===== config.mk =====
export PLATFORM = sky130hd
export DESIGN_NAME = fft_frame_loader
export DESIGN_NICKNAME = d
export VERILOG_FILES = /design/src/rtl/fft_pkg.sv /design/src/rtl/fft_frame_buf.sv /design/src/rtl/fft_frame_loader.sv
export SDC_FILE = /design/constraint.sdc
export NUM_CORES = 1
export LEC_CHECK = 0
export ABC_AREA = 0
export CORE_MARGIN = 2
export CORE_UTILIZATION = 30
export CTS_BUF_LIST = sky130_fd_sc_hd__clkbuf_4
export DETAILED_ROUTE_END_ITERATION = 8
export MAX_ROUTING_LAYER = met4
export PLACE_DENSITY_LB_ADDON = 0.12
export SKIP_CTS_REPAIR_TIMING = 1
export SYNTH_ARGS = -nofsm -noshare
export SYNTH_HDL_FRONTEND = slang
export SYNTH_HIERARCHICAL = 1
export SYNTH_SLANG_ARGS = --single-unit

===== constraint.sdc =====
create_clock -name CLK -period 4.6 [get_ports CLK]
set_clock_uncertainty 0.15 [all_clocks]
set_input_delay 0.69 -clock CLK [delete_from_list [all_inputs] [get_ports CLK]]
set_output_delay 0.69 -clock CLK [all_outputs]
set_load 0.03 [all_outputs]

===== src/rtl/fft_pkg.sv =====
// fft_pkg: shared constants, loader FSM encoding and Q8.8 sample type for the fft core family
package fft_pkg;
    localparam int DATA_W = 16;
    localparam int N_PTS  = 8;
    localparam int IDX_W  = 3;
    typedef enum logic [1:0] {FILL, PAD, LOAD, RUN} state_t;
    typedef logic signed [DATA_W-1:0] sample_t;
endpackage


===== src/rtl/fft_frame_buf.sv =====
// fft_frame_buf: N_PTS complex-sample register file with indexed write, clear-from-index and packed read-out
//   CLK, RST_N          clock, async active-low reset
//   wr_en/wr_idx        write wr_real/wr_imag into slot wr_idx
//   clr_en/clr_idx      zero every slot at or above clr_idx
//   frame_real/imag     packed slots, slot k at [k*DATA_W +: DATA_W]
module fft_frame_buf import fft_pkg::*; (
    input  logic                      CLK,
    input  logic                      RST_N,
    input  logic                      wr_en,
    input  logic [IDX_W-1:0]          wr_idx,
    input  logic signed [DATA_W-1:0]  wr_real,
    input  logic signed [DATA_W-1:0]  wr_imag,
    input  logic                      clr_en,
    input  logic [IDX_W-1:0]          clr_idx,
    output logic [N_PTS*DATA_W-1:0]   frame_real,
    output logic [N_PTS*DATA_W-1:0]   frame_imag
);
    always_ff @(posedge CLK or negedge RST_N)
        if (!RST_N) begin
            frame_real <= '0;
            frame_imag <= '0;
        end else
            for (int k = 0; k < N_PTS; k++)
                if (wr_en && wr_idx == IDX_W'(k)) begin
                    frame_real[k*DATA_W +: DATA_W] <= wr_real;
                    frame_imag[k*DATA_W +: DATA_W] <= wr_imag;
                end else if (clr_en && IDX_W'(k) >= clr_idx) begin
                    frame_real[k*DATA_W +: DATA_W] <= '0;
                    frame_imag[k*DATA_W +: DATA_W] <= '0;
                end
endmodule


===== src/rtl/fft_frame_loader.sv =====
// fft_frame_loader: packs a valid/ready stream of complex samples into an 8-point frame and launches the fft
//   CLK, RST_N              clock, async active-low reset
//   s_valid/s_ready         input sample handshake, s_real/s_imag sample data
//   flush                   zero-pad and launch a partial frame
//   frame_real/frame_imag   packed frame to fft inK_real/inK_imag
//   fft_write/fft_start     fft controls, fft_ready its completion flag
//   busy                    frame handed to fft, result pending
//   frames_done             completed-frame count, wraps
module fft_frame_loader import fft_pkg::*; #(
    parameter int CNT_W = 8
) (
    input  logic                      CLK,
    input  logic                      RST_N,
    input  logic                      s_valid,
    output logic                      s_ready,
    input  logic signed [DATA_W-1:0]  s_real,
    input  logic signed [DATA_W-1:0]  s_imag,
    input  logic                      flush,
    output logic [N_PTS*DATA_W-1:0]   frame_real,
    output logic [N_PTS*DATA_W-1:0]   frame_imag,
    output logic                      fft_write,
    output logic                      fft_start,
    input  logic                      fft_ready,
    output logic                      busy,
    output logic [CNT_W-1:0]          frames_done
);
    state_t           state;
    logic [IDX_W-1:0] idx;
    logic             ready_q;
    logic             accept;
    logic             last;

    // s_ready is high only in FILL, so it doubles as the state qualifier
    assign accept = s_valid && s_ready;
    assign last   = idx == IDX_W'(N_PTS-1);

    fft_frame_buf u_buf (
        .CLK        (CLK),
        .RST_N      (RST_N),
        .wr_en      (accept),
        .wr_idx     (idx),
        .wr_real    (s_real),
        .wr_imag    (s_imag),
        .clr_en     (state == PAD),
        .clr_idx    (idx),
        .frame_real (frame_real),
        .frame_imag (frame_imag)
    );

    always_ff @(posedge CLK or negedge RST_N)
        if (!RST_N) begin
            state       <= FILL;
            idx         <= '0;
            s_ready     <= 1'b1;
            fft_write   <= 1'b0;
            fft_start   <= 1'b0;
            busy        <= 1'b0;
            frames_done <= '0;
            ready_q     <= 1'b0;
        end else begin
            ready_q <= fft_ready;
            case (state)
                FILL:
                    if (accept && last) begin
                        state     <= LOAD;
                        idx       <= '0;
                        s_ready   <= 1'b0;
                        fft_write <= 1'b1;
                    end else if (accept || (flush && idx != '0)) begin
                        // padding in PAD starts at the post-accept index
                        idx <= accept ? idx + 1'b1 : idx;
                        if (flush) begin
                            state   <= PAD;
                            s_ready <= 1'b0;
                        end
                    end
                PAD: begin
                    state     <= LOAD;
                    idx       <= '0;
                    fft_write <= 1'b1;
                end
                LOAD: begin
                    state     <= RUN;
                    fft_write <= 1'b0;
                    fft_start <= 1'b1;
                    busy      <= 1'b1;
                end
                RUN:
                    // a level-high fft_ready left from the previous frame is not an edge
                    if (fft_ready && !ready_q) begin
                        state       <= FILL;
                        fft_start   <= 1'b0;
                        busy        <= 1'b0;
                        s_ready     <= 1'b1;
                        frames_done <= frames_done + 1'b1;
                    end
                default: state <= FILL;
            endcase
        end
endmodule


==> flow_summary.html, run 1 <==
<table>
<tr><th>Metric</th><th>Value</th></tr>
<tr><th colspan="2">Die</th></tr>
<tr><td>Number of cell rows</td><td>69</td></tr>
<tr><td>CORE AREA</td><td>0.0354 mm²</td></tr>
<tr><td>Die H</td><td>193 µm</td></tr>
<tr><td>Die footprint</td><td>0.0373 mm²</td></tr>
<tr><td>Horiz. Die Dim</td><td>193 µm</td></tr>
<tr><td>Num ports</td><td>305</td></tr>
<tr><td>Initial Util</td><td>30.3%</td></tr>
<tr><th colspan="2">Yosys</th></tr>
<tr><td>Number of warnings printed during yosys synthesis</td><td>6</td></tr>
<tr><td>Sequential-to-total area share from yosys stat</td><td>63.7%</td></tr>
<tr><td>Cell area after synthesis</td><td>0.0107 mm²</td></tr>
<tr><td>Share of the synthesized area in the top cell type</td><td>63.5%</td></tr>
<tr><td>Most instantiated library cell after synthesis</td><td>sky130_fd_sc_hd__dfrtp_1</td></tr>
<tr><td>EDFF count, synth</td><td>0</td></tr>
<tr><td>Number of synthesized register bits</td><td>273</td></tr>
<tr><td>Dominant synthesized flop cell</td><td>sky130_fd_sc_hd__dfrtp_1</td></tr>
<tr><td>Dominant cells by area after synthesis</td><td>sky130_fd_sc_hd__dfrtp_1, sky130_fd_sc_hd__a22o_1, sky130_fd_sc_hd__nand2_1</td></tr>
<tr><td>Async set or reset register ratio after synthesis</td><td>100%</td></tr>
<tr><td>Net count after synthesis</td><td>959</td></tr>
<tr><td>Cell taking the most area after synthesis</td><td>sky130_fd_sc_hd__dfrtp_1</td></tr>
<tr><td>Leading post-synthesis cells by instance count</td><td>sky130_fd_sc_hd__dfrtp_1, sky130_fd_sc_hd__nand2_1, sky130_fd_sc_hd__a22o_1</td></tr>
<tr><td>Number of distinct library cell variants in the gate-level netlist after synthesis</td><td>44</td></tr>
<tr><td>Mean instance size in the synthesized netlist</td><td>11.7 µm²</td></tr>
<tr><td>Gate count of the mapped netlist</td><td>914</td></tr>
<tr><th colspan="2">CTS</th></tr>
<tr><td>CTS Root Cell</td><td>sky130_fd_sc_hd__clkbuf_4</td></tr>
<tr><td>CTS tree</td><td>yes</td></tr>
<tr><td>Reg clk slew, reported paths</td><td>60 ps</td></tr>
<tr><td>Number of clock buffers inserted by TritonCTS</td><td>78</td></tr>
<tr><td>Clock latency reported for the late side of the worst-skew pair</td><td>730 ps</td></tr>
<tr><td>Clk buf depth</td><td>3</td></tr>
<tr><td>Number of H-tree levels</td><td>3</td></tr>
<tr><td>TritonCTS sink count</td><td>273</td></tr>
<tr><th colspan="2">Routing</th></tr>
<tr><td>Average detailed-routed wire length per instance</td><td>22.1 µm</td></tr>
<tr><td>Total number of vias</td><td>8,374</td></tr>
<tr><td>Via density per instance</td><td>4.85</td></tr>
<tr><td>First-pass iteration count of the detailed router</td><td>5</td></tr>
<tr><td>DR iter-0 viols</td><td>582</td></tr>
<tr><td>Count of nets left with antenna violations after detail routing</td><td>0</td></tr>
<tr><td>Number of remaining DRC errors</td><td>0</td></tr>
<tr><td>Routed WL</td><td>38.2 mm</td></tr>
<tr><th colspan="2">Timing</th></tr>
<tr><td>Headroom to the max-slew limit</td><td>24.5%</td></tr>
<tr><td>Final period demand of the worst path</td><td>2810 ps</td></tr>
<tr><td>RSZ-0062 raised after global routing</td><td>false</td></tr>
<tr><td>Upper clock frequency limit</td><td>0.356 GHz</td></tr>
<tr><td>Count of endpoints failing hold in the final timing report</td><td>0</td></tr>
<tr><td>Total negative slack for setup checks</td><td>0 ps</td></tr>
<tr><td>Pin slew with the least headroom to its limit</td><td>1130 ps</td></tr>
<tr><td>Max-slew violation count</td><td>0</td></tr>
<tr><td>Period utilization</td><td>61.0%</td></tr>
<tr><td>Final Setup Violations</td><td>0</td></tr>
<tr><th colspan="2">Run</th></tr>
<tr><td>Max-cap violation count</td><td>0</td></tr>
<tr><th colspan="2">Finish</th></tr>
<tr><td>Post-route non-filler standard cell count</td><td>1,727</td></tr>
<tr><td>NumNets Final</td><td>1,256</td></tr>
<tr><td>P&amp;R area growth vs syn</td><td>38.9%</td></tr>
<tr><td>Ratio of cells with drive above 1 in the final layout</td><td>12.5%</td></tr>
<tr><th colspan="2">Global routing</th></tr>
<tr><td>First-pass GRT wire length</td><td>55.6 mm</td></tr>
<tr><td>Number of antenna violations at the first check in global routing</td><td>2</td></tr>
<tr><td>Total routing resource utilization after global routing</td><td>21.0%</td></tr>
<tr><td>Number of global-route vias before repair</td><td>8,525</td></tr>
<tr><td>Final global-route overflow total</td><td>0</td></tr>
<tr><td>Maximum number of pins on one net before global-route repair</td><td>103</td></tr>
<tr><th colspan="2">Setup path</th></tr>
<tr><td>Slowest cell on the critical path</td><td>sky130_fd_sc_hd__clkdlybuf4s50_1</td></tr>
<tr><td>Buf+Inv Stages, Crit Path</td><td>1</td></tr>
<tr><td>Worst Setup Start Kind</td><td>flip-flop</td></tr>
<tr><td>Endpoint required time on the critical path</td><td>3760 ps</td></tr>
<tr><td>Series of cell instances along the critical path</td><td>clkdlybuf4s50_1</td></tr>
<tr><td>Type of element capturing the critical path</td><td>output port</td></tr>
<tr><td>Peak per-stage delay on the critical path</td><td>690 ps</td></tr>
<tr><td>CP arrival</td><td>1970 ps</td></tr>
<tr><td>Critical path start-end classification</td><td>reg -&gt; out</td></tr>
<tr><td>Worst-path maximum fanout</td><td>5</td></tr>
<tr><td>Worst path top cell family by delay</td><td>buffers and inverters</td></tr>
<tr><th colspan="2">Pwr</th></tr>
<tr><td>Pleak</td><td>6.59 nW</td></tr>
<tr><td>Maximum ir drop on the vdd rail</td><td>356 µV</td></tr>
<tr><td>Total power per unit cell area</td><td>525 mW/mm²</td></tr>
<tr><th colspan="2">Place</th></tr>
<tr><td># port buffers</td><td>304</td></tr>
<tr><td>Placed wire-length estimate after detailed placement</td><td>23.9 mm</td></tr>
<tr><td>Placed Cells</td><td>1,591</td></tr>
<tr><td>Gp weighted congestion</td><td>0.727</td></tr>
<tr><th colspan="2">Status</th></tr>
<tr><td>Outcome</td><td>finished clean</td></tr>
<tr><th colspan="2">Worst hold path</th></tr>
<tr><td>Path class of the lowest-slack min-delay path</td><td>in -&gt; reg</td></tr>
</table>
-- metrics by stage --
| stage | total power (W) | cell area [µm²] | worst slack [ps] | util (%) | hold slack (ps) |
|---|---|---|---|---|---|
| floorplan | 0.00470 | 10700 | 2640 | - | 244 |
| global placement | 0.00569 | 13900 | 1490 | 39.4 | 316 |
| detailed placement | 0.00570 | 13900 | 1370 | 39.4 | 328 |
| CTS | 0.00797 | 14900 | 1700 | 42.0 | -159 |
| global route | 0.00827 | 14900 | 1600 | 42.1 | 255 |
| finish | 0.00782 | 14900 | 1790 | 42.1 | 322 |
-- worst paths after layout --
check | startpoint | to | slack (ps) | cells after the start
max in group asynchronous | RST_N | u_buf/frame_imag[99]$_DFFE_PN0P_ | 2900 | 3
hold / removal | fft_ready | ready_q$_DFF_PN0_ | 320 | 1
hold reg to reg | frames_done[7]$_DFFE_PN0P_ | frames_done[7]$_DFFE_PN0P_ | 330 | 1
min in group asynchronous | RST_N | u_buf/frame_imag[14]$_DFFE_PN0P_ | 460 | 2
setup reg to reg | state[1]$_DFFE_PN0P_ | u_buf/frame_imag[96]$_DFFE_PN0P_ | 1880 | 5
setup / recovery | s_ready$_DFFE_PN1P_ | s_ready | 1790 | 1
-- state kept, by name, summed over array words and instances, names as in the netlist --
register	count
frames_done	8
s_ready	1
fft_write	1
state	2
u_buf/frame_real	128
idx	3
busy	1
u_buf/frame_imag	128
ready_q	1
-- metal layers --
metal	GRT usage, %	vias up	wire (µm)
met3	6.39	52	2900
met5	-	-	0
met2	30.5	314	17000
met4	6.79	0	737
li1	-	3821	-
met1	28.0	4187	17500
-- logic make-up (layout without fill, tap and decap cells) --
family                   count (synthesis)  in the layout  synth area share [%]
AO/OA/AOI/OAI                          276            276                  19.1
flip-flops                             273            273                  63.7
AND/OR/NAND/NOR                        235            235                  9.31
buffers and inverters                  110            461                  5.88
adder cells (fa/ha/maj)                  8              8                 0.933
XOR/XNOR                                 7              7                 0.572
multiplexers                             5              5                 0.525
other                                    0              1                     0
-- layout by cell type, fill, tap and decap left out, drive strengths merged, types with 8 or more instances in the layout --
| master | netlist | layout |
|---|---|---|
| nor2 | 9 | 9 |
| clkdlybuf4s50 | 0 | 303 |
| dfrtp | 272 | 272 |
| buf | 81 | 15 |
| ha | 8 | 8 |
| inv | 8 | 13 |
| a22o | 162 | 162 |
| clkbuf | 21 | 116 |
| a21oi | 10 | 10 |
| nand2 | 202 | 202 |
| clkinv | 0 | 13 |
| o21ai | 97 | 97 |
-- power breakdown --
part	total, W	switching (W)	internal [W]
Sequential	0.00301	0.000276	0.00274
Combinational	0.00263	0.00169	0.000938
Clock	0.00219	0.00104	0.00114
Total	0.00782	0.00300	0.00482
-- area by class of cell --
| type | count | area (µm²) |
|---|---|---|
| Antenna cell | 1 | 2.50 |
| Multi-Input combinational cell | 531 | 3320 |
| Clock inverter | 18 | 68.8 |
| Timing Repair Buffer | 319 | 3190 |
| Fill cell | 3451 | 20500 |
| Clock buffer | 116 | 871 |
| Inverter | 8 | 30.0 |
| Tap cell | 461 | 577 |
| Sequential cell | 273 | 6830 |
No activity file was read; power rests on OpenSTA's default activity.
==> run 2, diff against run 1 <==
Clock period 4.6 ns to 2.9 ns, I/O delays scaled along.
==> run 2 against run 1 <==
First-iteration DRC count fell by 10%; hold slack got worse by 250 ps; setup slack got worse by 1500 ps; utilization rose by 0.62 points; register-to-register slack got worse by 1600 ps; design area rose by 1.5%; largest power group unchanged; largest cell class unchanged.
==> flow_summary.html, run 2 (synthesized netlist as in run 1, its figures left out) <==
<table>
<tr><th>Metric</th><th>Value</th></tr>
<tr><th colspan="2">CTS</th></tr>
<tr><td>Number of H-tree levels</td><td>3</td></tr>
<tr><td>Clock latency reported for the late side of the worst-skew pair</td><td>720 ps</td></tr>
<tr><td>Number of clock buffers inserted by TritonCTS</td><td>78</td></tr>
<tr><td>CTS Root Cell</td><td>sky130_fd_sc_hd__clkbuf_4</td></tr>
<tr><td>Clk buf depth</td><td>3</td></tr>
<tr><td>CTS tree</td><td>yes</td></tr>
<tr><td>Reg clk slew, reported paths</td><td>60 ps</td></tr>
<tr><td>TritonCTS sink count</td><td>273</td></tr>
<tr><th colspan="2">Routing</th></tr>
<tr><td>DR iter-0 viols</td><td>524</td></tr>
<tr><td>First-pass iteration count of the detailed router</td><td>5</td></tr>
<tr><td>Count of nets left with antenna violations after detail routing</td><td>0</td></tr>
<tr><td>Total number of vias</td><td>8,442</td></tr>
<tr><td>Routed WL</td><td>38.0 mm</td></tr>
<tr><td>Via density per instance</td><td>4.84</td></tr>
<tr><td>Number of remaining DRC errors</td><td>0</td></tr>
<tr><td>Average detailed-routed wire length per instance</td><td>21.8 µm</td></tr>
<tr><th colspan="2">Die</th></tr>
<tr><td>Die H</td><td>193 µm</td></tr>
<tr><td>Num ports</td><td>305</td></tr>
<tr><td>Initial Util</td><td>30.3%</td></tr>
<tr><td>Number of cell rows</td><td>69</td></tr>
<tr><td>Horiz. Die Dim</td><td>193 µm</td></tr>
<tr><td>CORE AREA</td><td>0.0354 mm²</td></tr>
<tr><td>Die footprint</td><td>0.0373 mm²</td></tr>
<tr><th colspan="2">Timing</th></tr>
<tr><td>Final period demand of the worst path</td><td>2590 ps</td></tr>
<tr><td>Count of endpoints failing hold in the final timing report</td><td>0</td></tr>
<tr><td>RSZ-0062 raised after global routing</td><td>false</td></tr>
<tr><td>Pin slew with the least headroom to its limit</td><td>1150 ps</td></tr>
<tr><td>Final Setup Violations</td><td>0</td></tr>
<tr><td>Total negative slack for setup checks</td><td>0 ps</td></tr>
<tr><td>Worst slack on hold paths</td><td>73.7 ps</td></tr>
<tr><td>Upper clock frequency limit</td><td>0.387 GHz</td></tr>
<tr><td>Max-slew violation count</td><td>0</td></tr>
<tr><td>Headroom to the max-slew limit</td><td>23.3%</td></tr>
<tr><td>Period utilization</td><td>89.2%</td></tr>
<tr><th colspan="2">Setup path</th></tr>
<tr><td>Endpoint required time on the critical path</td><td>3370 ps</td></tr>
<tr><td>Worst-path maximum fanout</td><td>32</td></tr>
<tr><td>Buf+Inv Stages, Crit Path</td><td>1</td></tr>
<tr><td>Critical path start-end classification</td><td>reg -&gt; reg</td></tr>
<tr><td>Type of element capturing the critical path</td><td>flip-flop</td></tr>
<tr><td>Slowest cell on the critical path</td><td>sky130_fd_sc_hd__a21oi_4</td></tr>
<tr><td>Peak per-stage delay on the critical path</td><td>950 ps</td></tr>
<tr><td>Worst Setup Start Kind</td><td>flip-flop</td></tr>
<tr><td>CP arrival</td><td>3060 ps</td></tr>
<tr><td>Worst path top cell family by delay</td><td>compound AO/OA/AOI/OAI gates</td></tr>
<tr><td>Series of cell instances along the critical path</td><td>inv_1 &gt; ha_1 &gt; and2b_1 &gt; a21oi_4 &gt; a22o_1</td></tr>
<tr><th colspan="2">Finish</th></tr>
<tr><td>NumNets Final</td><td>1,278</td></tr>
<tr><td>Final-layout fill cell count</td><td>3,398</td></tr>
<tr><td>Largest regs</td><td>u_buf/frame_imag: 128 flops, u_buf/frame_real: 128 flops, frames_done: 8 flops</td></tr>
<tr><td>Commonest non-fill, non-tap cell in the layout</td><td>sky130_fd_sc_hd__clkdlybuf4s50_1</td></tr>
<tr><td>P&amp;R area growth vs syn</td><td>40.9%</td></tr>
<tr><td>Ratio of cells with drive above 1 in the final layout</td><td>14.1%</td></tr>
<tr><td>Leading cell types in the layout, fill and taps excluded</td><td>sky130_fd_sc_hd__clkdlybuf4s50_1, sky130_fd_sc_hd__dfrtp_1, sky130_fd_sc_hd__nand2_1</td></tr>
<tr><th colspan="2">Pwr</th></tr>
<tr><td>Maximum ir drop on the vdd rail</td><td>385 µV</td></tr>
<tr><td>Pleak</td><td>6.72 nW</td></tr>
<tr><td>Total power</td><td>0.0124 W</td></tr>
<tr><td>Total power per unit cell area</td><td>823 mW/mm²</td></tr>
<tr><th colspan="2">Place</th></tr>
<tr><td>Placed wire-length estimate after detailed placement</td><td>24.9 mm</td></tr>
<tr><td># port buffers</td><td>304</td></tr>
<tr><td>Gp weighted congestion</td><td>0.788</td></tr>
<tr><th colspan="2">Global routing</th></tr>
<tr><td>Maximum number of pins on one net before global-route repair</td><td>67</td></tr>
<tr><td>Met3 Use GR</td><td>7.13%</td></tr>
<tr><td>Global routing met1 resource utilization</td><td>28.0%</td></tr>
<tr><td>Number of antenna violations at the first check in global routing</td><td>1</td></tr>
<tr><td>Final global-route overflow total</td><td>0</td></tr>
<tr><td>First-pass GRT wire length</td><td>56.3 mm</td></tr>
<tr><td>Total routing resource utilization after global routing</td><td>21.2%</td></tr>
<tr><td>Met2 GRT Util</td><td>30.6%</td></tr>
<tr><td>Number of global-route vias before repair</td><td>8,635</td></tr>
<tr><td>Global-route layer with the greatest usage</td><td>met2</td></tr>
<tr><th colspan="2">Run</th></tr>
<tr><td>Max-cap violation count</td><td>0</td></tr>
<tr><th colspan="2">Worst hold path</th></tr>
<tr><td>Path class of the lowest-slack min-delay path</td><td>in -&gt; reg</td></tr>
<tr><th colspan="2">Status</th></tr>
<tr><td>Outcome</td><td>finished clean</td></tr>
</table>
[run 2: routing by layer]
layer  vias up  share of wire, %  wire length (µm)
met5         -                 0                 0
met4         0               2.1               812
met3        45               8.2              3140
met2       329                45             17200
met1      4188                44             16900
li1       3880                 -                 -
[run 2: final cells by class]
cell class / instances / area, µm² / area share, %
antenna: 3 / 7.51 / 0.0497
inverter: 8 / 30.0 / 0.199
tap: 461 / 577 / 3.82
multi-input combinational: 531 / 3320 / 22.0
clock inverter: 15 / 119 / 0.787
clock buffer: 111 / 833 / 5.51
timing repair buffer: 341 / 3390 / 22.4
sequential: 273 / 6830 / 45.2
[run 2: path summary, 6_finish.rpt]
path	slack, ps	cells past startpoint	start	end
max	310	5	state[1]$_DFFE_PN0P_	u_buf/frame_real[29]$_DFFE_PN0P_
min	70	1	fft_ready	ready_q$_DFF_PN0_
max reg2reg	310	5	state[1]$_DFFE_PN0P_	u_buf/frame_real[29]$_DFFE_PN0P_
min reg2reg	330	1	frames_done[7]$_DFFE_PN0P_	frames_done[7]$_DFFE_PN0P_
max in group asynchronous	1730	3	RST_N	u_buf/frame_imag[52]$_DFFE_PN0P_
min in group asynchronous	140	2	RST_N	frames_done[2]$_DFFE_PN0P_
[run 2: through the flow]
| stage | instances | util [%] | cell area (µm²) | setup slack [ps] |
|---|---|---|---|---|
| 5_1_grt | 1742 | 42.7 | 15100 | 166 |
| 3_5_place_dp | 1613 | 40.0 | 14100 | 164 |
| 6_report | 1743 | 42.7 | 15100 | 314 |
| 3_3_place_gp | 1613 | 40.0 | 14100 | 195 |
| 2_1_floorplan | 914 | - | 10700 | 955 |
| 4_1_cts | 1739 | 42.6 | 15100 | 244 |
[run 2: power breakdown]
| group | total [W] | internal, W | switching, W |
|---|---|---|---|
| sequential | 0.00472 | 0.00431 | 0.000403 |
| combinational | 0.00417 | 0.00152 | 0.00264 |
| clock | 0.00355 | 0.00192 | 0.00163 |
| total | 0.0124 | 0.00776 | 0.00468 |
==> variant 1: new RTL, flow settings as in run 1 <==
Change the parameter `CNT_W` from 8 to 6.
--- a/src/rtl/fft_frame_loader.sv
+++ b/src/rtl/fft_frame_loader.sv
@@ -9,3 +9,3 @@
 module fft_frame_loader import fft_pkg::*; #(
-    parameter int CNT_W = 8
+    parameter int CNT_W = 6
 ) (
Interface: changed (resized frames_done); port bits go from 305 to 303. No check against the original RTL was run, so the function may have changed too.
==> variant 1 against run 1 <==
- sequential share of layout area fell by 0.19 points
- critical path depth did not move
- synthesized cell count fell by 0.55%
- sequential cell count fell by 2
- worst setup slack improved by 0.049 ns
- cell area fell by 0.31%
- synthesized area fell by 0.58%
- routed wire length fell by 2.6%
- critical path type unchanged
Power is not compared: it rests on default switching activity, and its combinational part moved more than twofold at a synthesized area within 25%.
==> variant 1: results (changes against run 1) <==
path_max_fanout: 4  # -1
netlist-cell-type-count: 45  # +2.3%
layout-drive-gt1-share: 0.130  # +0.00526
clk_root_buffer_cell: "sky130_fd_sc_hd__clkbuf_4"
synth.top_cells.by_count: "sky130_fd_sc_hd__dfrtp_1 (270), sky130_fd_sc_hd__nand2_1 (204), sky130_fd_sc_hd__a22o_1 (161)"
grt_util_all_layers: 0.208  # -0.00166
vdd_drop_max_mv: 0.163
clk_pin_slew_ns: 0.06  # about the same
cts-root-to-sink-buffers: 3  # unchanged
cpLargestDelayFamily: "buffers and inverters"
grt_pass1_wl_um: 55300  # -0.53%
finalWeightedCongestion: 0.750  # +3.1%
drtPass1Iterations: 5  # unchanged
layout.nets: 1250  # -0.48%
route.detailed.vias_per_inst: 4.85  # about the same
largestRegisters: "u_buf/frame_imag: 128 flops, u_buf/frame_real: 128 flops, frames_done: 6 flops"
critical-path-slowest-cell: "sky130_fd_sc_hd__clkdlybuf4s50_1"
number_of_global_route_vias_before_repair: 8380  # -1.7%
slew_headroom: 0.202  # -0.0430
drtIter0Drc: 616  # +5.8%
status: "finished, final reports clean"
routed_wire_length_per_instance_um: 21.6  # -2.4%
number_of_warnings_reported_in_the_yosys_synthesis_log: 6  # unchanged
power_leakage_uw: 0.00663
r2r_setup_slack_ns: 1.92  # +0.04 ns
cts-htree-levels: 3  # unchanged
worst_skew_pair.late_latency_ns: 0.70  # -0.03 ns
antenna_violations_before_repair: 1  # -1
synthDominantCellAreaShare: 0.634  # -0.000970
hold_path_class: "reg -> reg"
synth_top_flop_cell: "sky130_fd_sc_hd__dfrtp_1"
syn_nets: 954  # -0.52%
detailedPlacementHpwl_um: 23500  # -1.5%
synthArstFlopShare: 1.00  # unchanged
synth.area.top_cells: "sky130_fd_sc_hd__dfrtp_1 (63%), sky130_fd_sc_hd__a22o_1 (13%), sky130_fd_sc_hd__nand2_1 (7.2%), sky130_fd_sc_hd__o21ai_0 (4.6%), sky130_fd_sc_hd__buf_4 (2.8%)"
max_stage_delay_ns: 0.67  # -0.02 ns
port-buffer-count: 302  # -0.66%
largest_net_degree_at_the_start_of_global_routing: 110  # +6.8%
cts_inserted_buffers: 79  # +1.3%
synth.yosys.seq_area_share: 0.636  # -0.000956
crit_arrival_ns: 1.92  # -0.05 ns
## variant 1: path summary, 6_finish.rpt
path                                 from                     to  cells past startpoint
max                               s_ready                s_ready                      1
min                        frames_done[5]         frames_done[5]                      1
max reg2reg                      state[1]  u_buf/frame_real[106]                      5
min reg2reg                frames_done[5]         frames_done[5]                      1
max in group asynchronous           RST_N  u_buf/frame_imag[111]                      3
min in group asynchronous           RST_N   u_buf/frame_imag[26]                      2
## variant 1: metrics by stage
stage / setup WS [ns] / cells / util / hold WS, ns / instance area (um^2)
6_report: 1.84 / 1723 / 0.420 / 0.331 / 14800
3_5_place_dp: 1.30 / 1584 / 0.392 / 0.315 / 13800
2_1_floorplan: 2.63 / 909 / - / 0.244 / 10700
5_1_grt: 1.69 / 1723 / 0.420 / 0.303 / 14800
4_1_cts: 1.73 / 1720 / 0.420 / -0.224 / 14800
3_3_place_gp: 1.37 / 1584 / 0.392 / 0.315 / 13800
## variant 1: cell families (layout without fill, tap and decap cells)
logic type | count (synthesis) | after routing | synth area share
xor gates and xnor gates | 5 | 5 | 0.00411
other | 0 | 2 | 0
and+or+nand+nor | 231 | 231 | 0.0919
AOI/OAI and AO/OA | 278 | 278 | 0.194
adders and majority gates | 8 | 8 | 0.00939
muxes | 2 | 2 | 0.00211
buffers and inverters | 114 | 465 | 0.0621
DFF | 271 | 271 | 0.636
## variant 1: final cells by class
| type | instances | area [um^2] |
|---|---|---|
| clock inverters | 13 | 76.3 |
| repair buffers | 318 | 3160 |
| flip-flops and latches | 271 | 6780 |
| fillers | 3416 | 20500 |
| diodes | 2 | 5.00 |
| multi-input cells | 524 | 3270 |
| well taps | 461 | 577 |
| clock buffers | 123 | 923 |
| inverters | 11 | 46.3 |
## variant 1: report_power, final
part	switching [uW]	internal, uW
clock	1030	1260
combinational	106	34.6
sequential	0.121	2380
## variant 1: per-layer routing
metal / part of all wire / vias up / wire [um] / global-route usage
met1: 0.45 / 4129 / 16800 / 0.278
met4: 0.024 / 0 / 905 / 0.0746
li1: - / 3815 / - / -
met2: 0.44 / 353 / 16400 / 0.296
met3: 0.084 / 59 / 3120 / 0.0678
met5: 0 / - / 0 / -
==> variant 2: new RTL, flow settings as in run 1 <==
Without the edit above. Re-encode `state_t` (4 states) as one-hot, 4 bits wide.
--- a/src/rtl/fft_pkg.sv
+++ b/src/rtl/fft_pkg.sv
@@ -5,3 +5,3 @@
     localparam int IDX_W  = 3;
-    typedef enum logic [1:0] {FILL, PAD, LOAD, RUN} state_t;
+    typedef enum logic [3:0] {FILL = 4'b0001, PAD = 4'b0010, LOAD = 4'b0100, RUN = 4'b1000} state_t;
     typedef logic signed [DATA_W-1:0] sample_t;
Behaviour: no difference found for any inputs over 4 cycles, from zero or initial values and one cycle with RST_N low; so few cycles prove little.
==> variant 2 against run 1 <==
- non-clock buffer count increased by 4
- critical path depth increased by 3
- synthesized area increased by 0.28%
- utilization increased by 0.18 points
- first-iteration DRC count increased by 1.2%
- sequential share of layout area increased by 0.15 points
- total power increased by 20%
- die area increased by 0.27%
- largest cell class unchanged
- synthesized cell count increased by 0.11%
- cell area increased by 0.42%
- routed wire length decreased by 0.17%
- critical path type is now reg -> reg
- worst setup slack got worse by 0.46 ns
- sequential cell count increased by 2
==> variant 2: results (changes against run 1) <==
worstRegToRegCells: 4  # -1
worst_skew_pair.late_latency_ns: 0.66  # -0.07 ns
syn_nets: 956  # -0.31%
finish.cell_count_without_fillers: 1736  # +0.52%
cts-root-to-sink-buffers: 3  # unchanged
synth.area.top_cells: "sky130_fd_sc_hd__dfrtp_1 (64%), sky130_fd_sc_hd__a22o_1 (13%), sky130_fd_sc_hd__nand2_1 (6.9%), sky130_fd_sc_hd__o21ai_0 (4.7%), sky130_fd_sc_hd__buf_4 (2.7%)"
layout-drive-gt1-share: 0.127  # +0.00187
cts_inserted_buffers: 78  # unchanged
largest_net_degree_at_the_start_of_global_routing: 122  # +18%
regToRegStartpoint: "state[2]"
number_of_warnings_reported_in_the_yosys_synthesis_log: 6  # unchanged
synth.top_cells.by_count: "sky130_fd_sc_hd__dfrtp_1 (273), sky130_fd_sc_hd__nand2_1 (199), sky130_fd_sc_hd__a22o_1 (160)"
synth.yosys.seq_area_share: 0.640  # +0.00299
path_max_fanout: 34  # +29
global_route.usage.met1: 0.273  # -0.00788
cpLargestDelayFamily: "compound AO/OA/AOI/OAI gates"
critical-path-slowest-cell: "sky130_fd_sc_hd__a31oi_4"
crit_arrival_ns: 3.62  # +1.65 ns
drtIter0Drc: 589  # +1.2%
detailedPlacementHpwl_um: 24200  # +1.5%
layout.nets: 1257  # +0.080%
grt.met3_usage: 0.0656  # +0.00166
vdd_drop_max_mv: 0.312  # -13%
max_stage_delay_ns: 0.88  # +0.19 ns
globalRouteMet2Util: 0.305  # +0.000478
finalWeightedCongestion: 0.755  # +3.9%
status: "finished, final reports clean"
drt_wl_total_um: 38100  # -0.17%
number_of_global_route_vias_before_repair: 8625  # +1.2%
netlist-cell-type-count: 49  # +11%
route.detailed.vias_per_inst: 4.93  # +1.6%
hold_path_class: "reg -> reg"
critical_path_class: "reg -> reg"
place_inst: 1596  # +0.31%
fin_ws_ns: 1.33  # -0.463 ns
max_slew.worst_pin.slew_ns: 1.15  # +0.0133 ns
syn_area_per_cell_um2: 11.8  # +0.17%
grt_util_all_layers: 0.208  # -0.00219
power_leakage_uw: 0.00667  # +1.2%
variant 2: cell types whose count changed in the layout (fill, tap and decap cells not counted), sizes merged, moves of 3 or more:
cell	change
diode	+4
mux2i	-3
clkbuf	+3
o21ai	+5
nand2	-3
inv	-5
ha	-4
buf	+4
variant 2: cell type report:
type | instances | area, um^2
clock inverter | 15 | 58.8
inverter | 8 | 30.0
tap | 461 | 577
sequential | 275 | 6880
fill | 3459 | 20400
antenna | 5 | 12.5
clock buffer | 119 | 893
timing repair buffer | 323 | 3210
multi-input combinational | 530 | 3290
variant 2: logic make-up (layout without fill, tap and decap cells):
group	count (synthesis)	after routing	synth area share
compound gates	283	283	0.193
xor+xnor	7	7	0.00570
fa+ha+maj	4	4	0.00465
buf+inv	110	465	0.0588
flops	275	275	0.640
mux	1	1	0.00105
other cells	0	5	0
simple gates	235	235	0.0965
variant 2: metrics by stage:
step           power, uW  cell area, um^2  hold slack, ns
6_report            9380            15000           0.323
5_1_grt             9910            15000           0.317
4_1_cts             9530            14900         -0.0504
3_5_place_dp        7240            14000           0.321
3_3_place_gp        7220            14000           0.316
2_1_floorplan       5470            10800           0.244
variant 2: how the worst min path moves through the flow:
stage | slack [ns] | depth (start not counted) | from | to
2_1_floorplan | 0.24 | 0 | RST_N | busy
3_3_place_gp | 0.32 | 1 | frames_done[7] | frames_done[7]
3_5_place_dp | 0.32 | 1 | frames_done[7] | frames_done[7]
4_1_cts | -0.05 | 1 | RST_N | frames_done[5]
5_1_grt | 0.32 | 1 | fft_ready | ready_q
6_report | 0.32 | 1 | frames_done[7] | frames_done[7]
variant 2: metal layers:
metal / wire [um] / up-vias
met3: 2990 / 46
met2: 17200 / 350
li1: - / 3856
met5: 0 / -
met1: 17100 / 4299
met4: 791 / 0
variant 2: power by group through the flow:
stage | Clock [uW] | Combinational [uW] | Sequential [uW]
after floorplan | 0 | 687 | 4790
after CTS | 2300 | 3680 | 3550
after global placement | 0 | 3640 | 3580
after global routing | 2450 | 3820 | 3640
after detailed placement | 0 | 3670 | 3570
final | 2200 | 3640 | 3540
